File: config.mk
export PLATFORM = sky130hd
export DESIGN_NAME = uart_receive_fifo
export DESIGN_NICKNAME = d
export VERILOG_FILES = /design/src/rtl/uart_pkg.sv /design/src/rtl/uart_sync_fifo.sv /design/src/rtl/uart_receive_fifo.sv
export SDC_FILE = /design/constraint.sdc
export NUM_CORES = 1
export LEC_CHECK = 0
export CAP_MARGIN = 0
export CORE_MARGIN = 3
export CORE_UTILIZATION = 50
export DETAILED_ROUTE_END_ITERATION = 8
export DONT_BUFFER_PORTS = 1
export PLACE_DENSITY = 0.7
export SETUP_SLACK_MARGIN = 0.1
export SLEW_MARGIN = 0
export SYNTH_ARGS = -nofsm -noshare
export SYNTH_HDL_FRONTEND = slang
export SYNTH_SLANG_ARGS = --single-unit
File: constraint.sdc
create_clock -name clk -period 4.45 [get_ports clk]
set_clock_uncertainty 0.05 [all_clocks]
set_input_delay 0.445 -clock clk [delete_from_list [all_inputs] [get_ports clk]]
set_output_delay 0.445 -clock clk [all_outputs]
set_load 0.02 [all_outputs]
File: src/rtl/uart_pkg.sv
// Shared definitions for the UART receive path: FSM states, parity modes and
// the character-length offset applied to the 2-bit char_len field.
package uart_pkg;

  typedef enum logic [2:0] {
    ST_IDLE,
    ST_START,
    ST_DATA,
    ST_PARITY,
    ST_STOP1,
    ST_STOP2,
    ST_WAIT_HIGH
  } rx_state_t;

  localparam logic [1:0] PAR_NONE = 2'd0;
  localparam logic [1:0] PAR_EVEN = 2'd1;
  localparam logic [1:0] PAR_ODD  = 2'd2;

  localparam int unsigned CHAR_LEN_OFFSET = 5;

  function automatic logic parity_enabled(input logic [1:0] mode);
    return (mode == PAR_EVEN) || (mode == PAR_ODD);
  endfunction

  // Unused data bits are zero, so the XOR covers exactly the received bits.
  function automatic logic parity_expected(input logic [1:0] mode,
                                           input logic [7:0] data);
    return (mode == PAR_ODD) ? ~(^data) : (^data);
  endfunction

endpackage

File: src/rtl/uart_sync_fifo.sv
// First-word-fall-through synchronous FIFO. When empty, dout keeps the last
// popped word so a reader never sees stale RAM contents change under it.
module uart_sync_fifo #(
  parameter int FIFO_DEPTH = 4,
  parameter int WIDTH      = 8
) (
  input  logic                          clk,
  input  logic                          rst,
  input  logic                          push,
  input  logic                          pop,
  input  logic [WIDTH-1:0]              din,
  output logic [WIDTH-1:0]              dout,
  output logic [$clog2(FIFO_DEPTH):0]   count,
  output logic                          full,
  output logic                          empty
);

  localparam int AW = $clog2(FIFO_DEPTH);
  localparam logic [AW:0]   DEPTH_CNT = (AW+1)'(FIFO_DEPTH);
  localparam logic [AW:0]   CNT_ONE   = {{AW{1'b0}}, 1'b1};
  localparam logic [AW-1:0] PTR_ONE   = {{(AW-1){1'b0}}, 1'b1};

  logic [WIDTH-1:0] r_mem [FIFO_DEPTH];
  logic [AW-1:0]    r_wr_ptr;
  logic [AW-1:0]    r_rd_ptr;
  logic [AW:0]      r_count;
  logic [WIDTH-1:0] r_last;
  logic             w_do_push;
  logic             w_do_pop;

  assign empty     = (r_count == '0);
  assign full      = (r_count == DEPTH_CNT);
  assign w_do_pop  = pop & ~empty;
  // A pop in the same cycle frees the slot, so a full FIFO still accepts.
  assign w_do_push = push & (~full | w_do_pop);

  always_ff @(posedge clk) begin
    if (w_do_push) begin
      r_mem[r_wr_ptr] <= din;
    end
  end

  always_ff @(posedge clk) begin
    if (rst) begin
      r_wr_ptr <= '0;
      r_rd_ptr <= '0;
      r_count  <= '0;
      r_last   <= '0;
    end else begin
      if (w_do_push) begin
        r_wr_ptr <= r_wr_ptr + PTR_ONE;
      end
      if (w_do_pop) begin
        r_last   <= r_mem[r_rd_ptr];
        r_rd_ptr <= r_rd_ptr + PTR_ONE;
      end
      case ({w_do_push, w_do_pop})
        2'b10:   r_count <= r_count + CNT_ONE;
        2'b01:   r_count <= r_count - CNT_ONE;
        default: r_count <= r_count;
      endcase
    end
  end

  assign dout  = empty ? r_last : r_mem[r_rd_ptr];
  assign count = r_count;

endmodule

File: src/rtl/uart_receive_fifo.sv
// UART receiver with configurable framing, input synchroniser, false-start
// rejection, FWFT receive FIFO, sticky error flags and a registered interrupt.
module uart_receive_fifo
  import uart_pkg::*;
#(
  parameter int FIFO_DEPTH = 4,
  parameter int CNT_WIDTH  = 32
) (
  input  logic                          clk,
  input  logic                          rst,
  input  logic [CNT_WIDTH-1:0]          clk_div,
  input  logic [1:0]                    char_len,
  input  logic [1:0]                    parity_mode,
  input  logic                          two_stop,
  input  logic                          rx,
  input  logic                          read,
  input  logic                          irq_en,
  input  logic                          err_clr,
  output logic [7:0]                    rx_data,
  output logic                          rx_valid,
  output logic [$clog2(FIFO_DEPTH):0]   fifo_level,
  output logic                          frame_err,
  output logic                          parity_err,
  output logic                          overrun,
  output logic                          irq
);

  localparam logic [CNT_WIDTH-1:0] CNT_ONE = {{(CNT_WIDTH-1){1'b0}}, 1'b1};

  logic                 r_rx_meta;
  logic                 r_rx_s;
  rx_state_t            r_state;
  logic [CNT_WIDTH-1:0] r_cnt;
  logic [2:0]           r_bit_idx;
  logic [7:0]           r_shift;
  logic                 r_par_bad;
  logic                 r_push;
  logic                 r_frame_err;
  logic                 r_parity_err;
  logic                 r_overrun;
  logic                 r_irq;

  logic [CNT_WIDTH-1:0] w_half_last;
  logic [CNT_WIDTH-1:0] w_full_last;
  logic                 w_term;
  logic [2:0]           w_last_idx;
  logic [7:0]           w_fifo_dout;
  logic [$clog2(FIFO_DEPTH):0] w_fifo_count;
  logic                 w_fifo_full;
  logic                 w_fifo_empty;
  logic                 w_overrun_set;

  // Idle-high line: synchroniser resets to 1 so reset never looks like a start bit.
  always_ff @(posedge clk) begin
    if (rst) begin
      r_rx_meta <= 1'b1;
      r_rx_s    <= 1'b1;
    end else begin
      r_rx_meta <= rx;
      r_rx_s    <= r_rx_meta;
    end
  end

  assign w_half_last = (clk_div >> 1) - CNT_ONE;
  assign w_full_last = clk_div - CNT_ONE;
  assign w_term      = (r_state == ST_START) ? (r_cnt == w_half_last)
                                             : (r_cnt == w_full_last);
  assign w_last_idx  = 3'(CHAR_LEN_OFFSET - 1) + {1'b0, char_len};

  // A full FIFO only drops the push when no pop frees a slot this cycle.
  assign w_overrun_set = r_push & w_fifo_full & ~read;

  always_ff @(posedge clk) begin
    if (rst) begin
      r_state      <= ST_IDLE;
      r_cnt        <= '0;
      r_bit_idx    <= '0;
      r_par_bad    <= 1'b0;
      r_push       <= 1'b0;
      r_frame_err  <= 1'b0;
      r_parity_err <= 1'b0;
      r_overrun    <= 1'b0;
    end else begin
      r_push <= 1'b0;
      r_cnt  <= w_term ? '0 : r_cnt + CNT_ONE;
      if (err_clr) begin
        r_frame_err  <= 1'b0;
        r_parity_err <= 1'b0;
        r_overrun    <= 1'b0;
      end
      if (w_overrun_set) begin
        r_overrun <= 1'b1;
      end
      case (r_state)
        ST_IDLE: begin
          r_cnt     <= '0;
          r_bit_idx <= '0;
          r_par_bad <= 1'b0;
          if (!r_rx_s) begin
            r_state <= ST_START;
          end
        end
        ST_START: begin
          if (w_term) begin
            r_state <= r_rx_s ? ST_IDLE : ST_DATA;
          end
        end
        ST_DATA: begin
          if (w_term) begin
            r_bit_idx <= r_bit_idx + 3'd1;
            if (r_bit_idx == w_last_idx) begin
              r_state <= parity_enabled(parity_mode) ? ST_PARITY : ST_STOP1;
            end
          end
        end
        ST_PARITY: begin
          if (w_term) begin
            if (r_rx_s != parity_expected(parity_mode, r_shift)) begin
              r_par_bad <= 1'b1;
            end
            r_state <= ST_STOP1;
          end
        end
        ST_STOP1, ST_STOP2: begin
          if (w_term) begin
            if (!r_rx_s) begin
              r_frame_err <= 1'b1;
              r_state     <= ST_WAIT_HIGH;
            end else if ((r_state == ST_STOP1) && two_stop) begin
              r_state <= ST_STOP2;
            end else begin
              r_state <= ST_IDLE;
              if (r_par_bad) begin
                r_parity_err <= 1'b1;
              end else begin
                r_push <= 1'b1;
              end
            end
          end
        end
        ST_WAIT_HIGH: begin
          if (r_rx_s) begin
            r_state <= ST_IDLE;
          end
        end
        default: r_state <= ST_IDLE;
      endcase
    end
  end

  // Shift register is cleared while idle, so bits beyond char_len stay zero and
  // it still holds the finished character during the push cycle.
  always_ff @(posedge clk) begin
    if (r_state == ST_IDLE) begin
      r_shift <= '0;
    end else if ((r_state == ST_DATA) && w_term) begin
      r_shift[r_bit_idx] <= r_rx_s;
    end
  end

  always_ff @(posedge clk) begin
    if (rst) begin
      r_irq <= 1'b0;
    end else begin
      r_irq <= irq_en & (~w_fifo_empty | r_frame_err | r_parity_err | r_overrun);
    end
  end

  uart_sync_fifo #(
    .FIFO_DEPTH (FIFO_DEPTH),
    .WIDTH      (8)
  ) u_fifo (
    .clk   (clk),
    .rst   (rst),
    .push  (r_push),
    .pop   (read),
    .din   (r_shift),
    .dout  (w_fifo_dout),
    .count (w_fifo_count),
    .full  (w_fifo_full),
    .empty (w_fifo_empty)
  );

  assign rx_data    = w_fifo_dout;
  assign rx_valid   = ~w_fifo_empty;
  assign fifo_level = w_fifo_count;
  assign frame_err  = r_frame_err;
  assign parity_err = r_parity_err;
  assign overrun    = r_overrun;
  assign irq        = r_irq;

endmodule

==> flow_summary.json, run 1 <==
{
  "place_hpwl_mm": 12.9,
  "numCtsBuffers": 9,
  "synth_fa_ha_area_frac": 0.0188,
  "synth-simple-area-share": 0.263,
  "final.period_utilization": 0.922,
  "grt_max_degree": 60,
  "cts_root_buf": "clkbuf_16",
  "avgSynthCellArea_um2": 8.82,
  "status": "finished clean",
  "arrival_ns": 4.33,
  "yosysSeqAreaShare": 0.338,
  "path_cells": "or3b_1 -> and2_1 -> a21oi_1 -> ha_1 -> nor4b_1 -> o2111a_2 -> or3b_2 -> o221ai_1 -> o311ai_1 -> nor4_1 -> nand2b_1 -> nor2_1 -> buf_4 -> and4_1 -> mux2i_1",
  "dieArea_um2": 15600,
  "post_cts_hold_buffer_count": 0,
  "endpoint_kind": "flop",
  "avgViaCountPerCell": 6.24,
  "synthCells": 799,
  "syn-cell-area_um2": 7050,
  "synth_ff_type": "dfxtp_1",
  "io_buffers": 0,
  "setup_tns_ns": 0,
  "grt_pass1_wl_mm": 29.3,
  "min-delay-path-class": "in2reg",
  "layout-drive-gt1-share": 0.0949,
  "initial_core_util": 0.522,
  "drc": 0,
  "rsz0062_at_grt": "false",
  "insertion_delay_ns": 0.36,
  "synth_compound_area_frac": 0.134,
  "grt_pass1_vias": 5752,
  "worstRegToRegCells": 15,
  "final_area_um2": 7460,
  "drt-initial-drc-count": 497,
  "cp.required_ns": 4.68,
  "place_congestion": 0.940,
  "hold_viol": 0,
  "antenna_found_initial": 0,
  "pre_cts_ws_ns": 0.0628,
  "synthMuxAreaShare": 0.0899,
  "cts_tree": "built",
  "whs_ns": 0.100,
  "grt_usage": 0.229,
  "max_slew_margin": 0.540,
  "syn_nets": 852,
  "worst_path_max_delay_cell": "or3b_2",
  "grt.overflow.total": 0,
  "final-max-slew-violation-count": 0,
  "finalSetupViolCount": 0,
  "vias": 5900,
  "min_path_cells": 1,
  "r2r_setup_slack_ns": 0.35,
  "fp.dieH_um": 125,
  "tightest_slew_ns": 0.690,
  "crit_fanout": 11,
  "wirelength_mm": 17.7,
  "fin_ws_ns": 0.349,
  "post_cts_buffers": 0,
  "synth_top_family_by_area": "simple AND/OR/NAND/NOR gates",
  "max_cap_viol_count": 0,
  "fp-row-count": 42,
  "postPlaceCellArea_um2": 7110,
  "htree_levels": 3,
  "ys_ff_latch": 103,
  "async_flop_share": 0,
  "coreArea_um2": 13500,
  "max_freq_mhz": 244,
  "worstSetupPathType": "reg2reg",
  "die_w_um": 125,
  "clk_pin_slew_ns": 0.08,
  "clock_sinks": 103,
  "n_antenna_cell": 0,
  "ys_warn_count": 0,
  "powerDensity_nw_per_um2": 307,
  "ys_types": 81,
  "drtAntennaViolNets": 0,
  "start_kind": "flop",
  "firstDrtPassIters": 5,
  "io_pins": 59,
  "fin_crit_ns": 4.10,
  "ir_drop_mv": 0.194,
  "route.detailed.wl_per_inst_um": 18.7,
  "post-route-util": 0.552,
  "synth-xor-area-share": 0.112,
  "leakage_nw": 2.35,
  "slowest_delay_ns": 0.46,
  "fin_nets": 817,
  "area_growth_pct": 5.88,
  "synth_edf_count": 32,
  "clockBufferDepth": 2
}
[critical path, delay by kind of cell (launching register included)]
kind	cells	cell delay, ns
muxes	1	0.19
buffers and inverters	1	0.18
AOI/OAI and AO/OA	4	0.83
adders and majority gates	1	0.27
and+or+nand+nor	8	2.19
DFF	1	0.31
[cell usage after synthesis (all sizes together), types with 9 or more instances]
library cell | n | area share
ha | 9 | 0.016
and2 | 15 | 0.014
nor3 | 17 | 0.012
a211oi | 15 | 0.016
inv | 20 | 0.011
xnor2 | 54 | 0.067
nor4 | 21 | 0.023
dfxtp | 71 | 0.20
mux2 | 10 | 0.016
buf | 18 | 0.014
a21oi | 39 | 0.028
nand3 | 26 | 0.018
nand4 | 11 | 0.0098
and3 | 17 | 0.015
o21ai | 15 | 0.011
edfxtp | 32 | 0.14
mux2i | 34 | 0.048
clkbuf | 37 | 0.020
nand2 | 73 | 0.039
a31oi | 10 | 0.0089
xor2 | 36 | 0.045
nor2 | 76 | 0.040
[timing repair]
item	in CTS	in global routing
hold endpoints to repair	0	0
pin swaps	0	2
gates cloned	0	0
resized for setup	1	5
setup endpoints to repair	32	42
[sequential cells by signal (all words and copies together) (netlist names), 2 cells and up, named ones only]
register / cells
r_bit_idx: 3
u_fifo.count: 3
r_state: 3
u_fifo.r_wr_ptr: 2
r_cnt: 32
u_fifo.r_mem: 32
r_shift: 8
u_fifo.r_rd_ptr: 2
u_fifo.r_last: 8
[worst paths after layout]
path              start      endpoint
max reg2reg  r_state[1]    r_shift[2]
min                 rst  r_bit_idx[1]
max          r_state[1]    r_shift[2]
min reg2reg   r_rx_meta        r_rx_s
[power by group]
group | total, mW | switching, mW | leakage (nW) | internal [mW]
logic | 0.496 | 0.307 | 1.33 | 0.189
registers | 0.976 | 0.00708 | 0.868 | 0.968
clock network | 0.820 | 0.416 | 0.149 | 0.404
total | 2.29 | 0.730 | 2.35 | 1.56
[through the flow]
stage	total power, mW	std cells
final	2.29	945
after global routing	2.40	945
after CTS	2.30	945
after detailed placement	1.48	929
after global placement	1.47	929
after floorplan	1.39	799
[cells by family (layout without fill, tap and decap cells)]
logic type,count (synthesis),in the layout
buffers and inverters,75,45
and+or+nand+nor,336,336
xor gates and xnor gates,90,90
AOI/OAI and AO/OA,133,133
muxes,52,52
DFF,103,103
adders and majority gates,10,10
[per-layer routing]
metal,GRT usage,part of all wire,vias up
met5,0,0,-
met4,0.101,0.024,0
met3,0.0583,0.064,37
met2,0.344,0.46,185
met1,0.309,0.45,2826
li1,-,-,2852
[area by class of cell]
type | count | area (um^2)
fill | 1220 | 6050
multi-input combinational | 621 | 4390
sequential | 103 | 2380
clock buffer | 9 | 225
tap | 176 | 220
timing repair buffer | 9 | 83.8
clock inverter | 7 | 78.8
inverter | 20 | 75.1
[cell usage in the layout, fill, tap and decap left out, types with 5 or more instances in the layout]
cell       synthesis  layout
nor3_1            17      17
dfxtp_1           71      71
nand3_1           26      26
a21oi_1           39      39
nor2b_1            8       8
ha_1               9       9
nand2b_1           8       8
nor4bb_1           8       8
nor2_1            76      76
or2_2              5       5
mux2i_1           34      34
buf_4              4       7
a31oi_1           10      10
inv_1             20      20
nand2_1           73      73
mux2_2            10      10
xnor2_1           54      54
nor4b_1            5       5
a211o_1            6       6
nor4_1            18      18
mux4_2             8       8
or3_1              7       7
and2_1            13      13
a211oi_1          15      15
or4_1              6       6
xor2_1            36      36
nand4_1           11      11
nor3b_1            6       6
clkbuf_16          0       9
o21ai_0           15      15
edfxtp_1          32      32
o211ai_1           8       8
and3_1            17      17
No activity file was read; power rests on OpenSTA's default activity.
==> run 2: changes to the inputs <==
--- a/config.mk
+++ b/config.mk
@@ -7,12 +7,13 @@
 export LEC_CHECK = 0
 export CAP_MARGIN = 0
 export CORE_MARGIN = 3
-export CORE_UTILIZATION = 50
+export CORE_UTILIZATION = 46
 export DETAILED_ROUTE_END_ITERATION = 8
 export DONT_BUFFER_PORTS = 1
-export PLACE_DENSITY = 0.7
+export PLACE_DENSITY = 0.65
 export SETUP_SLACK_MARGIN = 0.1
 export SLEW_MARGIN = 0
 export SYNTH_ARGS = -nofsm -noshare
 export SYNTH_HDL_FRONTEND = slang
 export SYNTH_SLANG_ARGS = --single-unit
+export TNS_END_PERCENT = 100
==> run 2 against run 1 <==
Against the previous run: register-to-register slack is essentially flat; final cell count grew 1.1%; combinational power is essentially flat; critical endpoint is now r_cnt[16]; total power grew 0.95%; design area grew 0.70%; sequential power is essentially flat; first-iteration DRC count shrank 30%; largest cell class unchanged; critical path type unchanged.
==> flow_summary.json, run 2 (synthesis gave the netlist of run 1 again) <==
{
  "status": "finished clean",
  "fill_cells": 1382,
  "drt-initial-drc-count": 346,
  "fin_crit_ns": 4.09,
  "place_congestion": 0.888,
  "final_common_cell": "nor2_1",
  "antenna_found_initial": 0,
  "insertion_delay_ns": 0.36,
  "final_cell_mix": "nor2_1, nand2_1, dfxtp_1",
  "grt.overflow.total": 0,
  "clock_sinks": 103,
  "dieArea_um2": 16800,
  "min-delay-path-class": "in2reg",
  "grt_pass1_wl_mm": 28.6,
  "finalSetupViolCount": 0,
  "fin_nets": 819,
  "firstDrtPassIters": 5,
  "area_growth_pct": 6.62,
  "io_buffers": 0,
  "drtAntennaViolNets": 0,
  "fp.dieH_um": 130,
  "fin_cells": 955,
  "rsz0062_at_grt": "false",
  "seq_area_um2": 2380,
  "route.detailed.wl_per_inst_um": 18.5,
  "endpoint_kind": "flop",
  "final-max-slew-violation-count": 0,
  "met1_length_mm": 7.09,
  "cts_root_buf": "clkbuf_16",
  "clk_pin_slew_ns": 0.08,
  "hold_viol": 0,
  "cp.required_ns": 4.64,
  "grt_max_degree": 60,
  "reg_top3": "r_cnt (32), u_fifo.r_mem (32)",
  "vias": 5873,
  "max_cap_viol_count": 0,
  "cts_tree": "built",
  "top_layer": "met4",
  "worstSetupPathType": "reg2reg",
  "fp-row-count": 44,
  "start_kind": "flop",
  "grt_pass1_vias": 5768,
  "post-route-util": 0.509,
  "numCtsBuffers": 9,
  "dr_wl_met3_mm": 1.18,
  "leakage_nw": 2.38,
  "coreArea_um2": 14800,
  "place_hpwl_mm": 13.4,
  "max_freq_mhz": 245,
  "multi_input_area_um2": 4400,
  "initial_core_util": 0.478,
  "powerDensity_nw_per_um2": 308,
  "clockBufferDepth": 2,
  "die_w_um": 130,
  "arrival_ns": 4.27,
  "wl_met2_mm": 8.99,
  "max_slew_margin": 0.595,
  "wirelength_mm": 17.7,
  "setup_tns_ns": 0,
  "drc": 0,
  "avgViaCountPerCell": 6.15,
  "final.period_utilization": 0.918,
  "ir_drop_mv": 0.342,
  "grt_usage": 0.212,
  "htree_levels": 3,
  "crit_fanout": 32,
  "layout-drive-gt1-share": 0.0973,
  "tightest_slew_ns": 0.606,
  "io_pins": 59,
  "dp.cells": 938,
  "n_antenna_cell": 0
}
[run 2: final timing paths]
check | slack [ns] | from | cells past startpoint | end
max reg2reg | 0.36 | r_state[1] | 15 | r_cnt[16]
min | 0.10 | rst | 1 | r_bit_idx[1]
min reg2reg | 0.37 | r_rx_meta | 1 | r_rx_s
max | 0.36 | r_state[1] | 15 | r_cnt[16]
[run 2: repair_timing]
item,4_1_cts,5_1_grt
setup buffers,0,1
hold buffers,0,0
gates resized for setup,0,7
endpoints found under the setup margin,0,47
[run 2: layout make-up]
| cell class | count | share of cell area |
|---|---|---|
| clock inverters | 7 | 0.0128 |
| inverters | 20 | 0.00999 |
| repair buffers | 11 | 0.0137 |
| multi-input cells | 621 | 0.586 |
| flip-flops and latches | 103 | 0.317 |
| clock buffers | 9 | 0.0300 |
| well taps | 184 | 0.0306 |
[run 2: layer usage]
| metal | GRT usage | vias up |
|---|---|---|
| li1 | - | 2844 |
| met1 | 0.240 | 2792 |
| met2 | 0.383 | 191 |
| met3 | 0.0589 | 46 |
| met4 | 0.0740 | 0 |
| met5 | 0 | - |
[run 2: through the flow]
| stage | instance area, um^2 | setup WS, ns | total power, mW | hold WS, ns |
|---|---|---|---|---|
| 2_1_floorplan | 7050 | 0.147 | 1.39 | 0.339 |
| 3_3_place_gp | 7130 | 0.342 | 1.47 | 0.352 |
| 3_5_place_dp | 7130 | 0.166 | 1.48 | 0.355 |
| 4_1_cts | 7450 | 0.110 | 2.32 | 0.0847 |
| 5_1_grt | 7510 | 0.111 | 2.42 | 0.0804 |
| 6_report | 7510 | 0.363 | 2.31 | 0.105 |
[run 2: worst max-delay path: stages (launching register included)]
cell and delay [ns]:
dfxtp_1 0.31, or3b_1 0.44, and2_1 0.22, a21oi_1 0.13, ha_1 0.27, nor4b_2 0.25
o2111a_1 0.29, or3b_2 0.46, o221ai_1 0.27, o31a_1 0.19, o211ai_1 0.15, nor4_4 0.36
nand2_1 0.14, nand2_1 0.13, buf_8 0.23, nor2_1 0.08
[run 2: power by group]
group          total [mW]  switching [mW]  internal [mW]
registers           0.976         0.00765          0.969
logic               0.497           0.306          0.191
clock network       0.839           0.384          0.455
total                2.31           0.698           1.61
==> run 3: changes to the inputs <==
--- a/config.mk
+++ b/config.mk
@@ -10,8 +10,9 @@
 export CORE_UTILIZATION = 46
 export DETAILED_ROUTE_END_ITERATION = 8
 export DONT_BUFFER_PORTS = 1
-export PLACE_DENSITY = 0.65
+export PLACE_DENSITY = 0.63
 export SETUP_SLACK_MARGIN = 0.1
+export SKIP_LAST_GASP = 1
 export SLEW_MARGIN = 0
 export SYNTH_ARGS = -nofsm -noshare
 export SYNTH_HDL_FRONTEND = slang
==> constraint.sdc (replaced) <==
create_clock -name clk -period 5.3 [get_ports clk]
set_clock_uncertainty 0.05 [all_clocks]
set_input_delay 0.53 -clock clk [delete_from_list [all_inputs] [get_ports clk]]
set_output_delay 0.53 -clock clk [all_outputs]
set_load 0.02 [all_outputs]
==> run 3 against run 2 <==
Against the previous run: final cell count is 0.52% lower; total power is 18% lower; worst hold slack better by 0.075 ns; critical path type unchanged; design area is 1.8% lower; sequential power is 16% lower; largest cell class unchanged; maximum frequency is 12% lower; combinational power is 17% lower; core utilization is 0.90 points lower; flip-flop and latch count stayed put; via count is 0.94% higher; critical path depth is 1 lower.
==> flow_summary.json, run 3 (synthesis gave the netlist of run 1 again) <==
{
  "endpoint_kind": "flop",
  "wirelength_mm": 17.6,
  "coreArea_um2": 14800,
  "grt_pass1_wl_mm": 28.6,
  "vias": 5928,
  "reg_top3": "r_cnt (32), u_fifo.r_mem (32)",
  "status": "finished clean",
  "crit_fanout": 11,
  "arrival_ns": 4.89,
  "seq_area_um2": 2380,
  "area_growth_pct": 4.74,
  "clockBufferDepth": 2,
  "worstRegToRegCells": 14,
  "leakage_nw": 2.32,
  "r2r_setup_slack_ns": 0.64,
  "grt_pass1_vias": 5770,
  "route.detailed.wl_per_inst_um": 18.5,
  "place_hpwl_mm": 13.3,
  "cp-startpoint": "r_state[1]",
  "clk_pin_slew_ns": 0.08,
  "final_area_um2": 7380,
  "avgViaCountPerCell": 6.24,
  "grt_max_degree": 60,
  "fill_cells": 1387,
  "start_kind": "flop",
  "final.period_utilization": 0.879,
  "antenna_found_initial": 0,
  "numCtsBuffers": 9,
  "tightest_slew_ns": 0.747,
  "power.total_mw": 1.89,
  "worst_path_max_delay_cell": "nor2_1",
  "insertion_delay_ns": 0.36,
  "drt-initial-drc-count": 409,
  "initial_core_util": 0.478,
  "postPlaceCellArea_um2": 7090,
  "fin_crit_ns": 4.66,
  "grt.overflow.total": 0,
  "layout-drive-gt1-share": 0.0875,
  "fp.dieH_um": 130,
  "fp-row-count": 44,
  "htree_levels": 3,
  "final-max-slew-violation-count": 0,
  "clock_sinks": 103,
  "post_cts_buffers": 0,
  "final_common_cell": "nor2_1",
  "die_w_um": 130,
  "critPathCapture": "r_shift[2]",
  "multi_input_area_um2": 4350,
  "hold_viol": 0,
  "fin_nets": 814,
  "n_antenna_cell": 0,
  "cts.repair.resized": 0,
  "cts_root_buf": "clkbuf_16",
  "post_cts_hold_buffer_count": 0,
  "regToRegStartpoint": "r_state[1]",
  "min-delay-path-class": "in2reg",
  "drtAntennaViolNets": 0,
  "rsz0062_at_grt": "false",
  "whs_ns": 0.180,
  "cts_tree": "built",
  "max_freq_mhz": 215,
  "finalSetupViolCount": 0,
  "io_pins": 59,
  "firstDrtPassIters": 5,
  "drc": 0,
  "cp.required_ns": 5.54,
  "setup_tns_ns": 0,
  "path_cells": "or3b_1 -> and2_1 -> a21oi_1 -> ha_1 -> nor4b_1 -> o2111a_1 -> or3b_2 -> o221ai_1 -> o311ai_1 -> nor4_1 -> nand2b_1 -> nor2_1 -> and4_1 -> mux2i_1",
  "final_cell_mix": "nor2_1, nand2_1, dfxtp_1",
  "fin_cells": 950,
  "ir_drop_mv": 0.171,
  "place_congestion": 0.912,
  "slowest_delay_ns": 0.57,
  "io_buffers": 0,
  "r2r_end": "r_shift[2]",
  "worstSetupPathType": "reg2reg",
  "max_slew_margin": 0.502,
  "powerDensity_nw_per_um2": 256,
  "dieArea_um2": 16800,
  "grt_usage": 0.212,
  "dp.cells": 934,
  "max_cap_viol_count": 0
}
[run 3: per-layer routing]
layer / GRT usage / vias to the layer above / part of all wire / wire (um)
met4: 0.0813 / 0 / 0.027 / 482
met2: 0.370 / 179 / 0.49 / 8660
li1: - / 2845 / - / -
met1: 0.246 / 2863 / 0.42 / 7420
met5: 0 / - / 0 / 0
met3: 0.0610 / 41 / 0.059 / 1030
[run 3: layout make-up]
| class | instances | share of cell area |
|---|---|---|
| timing repair buffer | 6 | 0.00610 |
| clock inverter | 7 | 0.00916 |
| inverter | 20 | 0.0102 |
| clock buffer | 9 | 0.0305 |
| sequential | 103 | 0.323 |
| tap | 184 | 0.0312 |
| multi-input combinational | 621 | 0.590 |
[run 3: metrics by stage]
stage	utilization	setup slack [ns]
floorplan	-	0.997
global placement	0.480	0.895
finish	0.500	0.643
global route	0.500	0.258
CTS	0.500	0.723
detailed placement	0.480	0.756
[run 3: power by group]
part | switching, mW | internal [mW] | total, mW
combinational | 0.257 | 0.153 | 0.411
clock | 0.326 | 0.330 | 0.656
sequential | 0.00621 | 0.813 | 0.819
[run 3: worst min path at each step]
stage / from / end / depth (start not counted)
final: rst / u_fifo.r_last[6] / 1
after CTS: rst / u_fifo.count[2] / 1
after floorplan: r_rx_meta / r_rx_s / 1
after global routing: rst / u_fifo.r_last[6] / 1
after global placement: r_rx_meta / r_rx_s / 1
after detailed placement: r_rx_meta / r_rx_s / 1
[run 3: worst max-delay path: cells and delay by family, from the launching register on]
| family | cells | cell delay (ns) |
|---|---|---|
| AND/OR/NAND/NOR | 8 | 2.90 |
| AO/OA/AOI/OAI | 4 | 0.86 |
| flip-flops | 1 | 0.31 |
| adder cells (fa/ha/maj) | 1 | 0.27 |
| multiplexers | 1 | 0.18 |
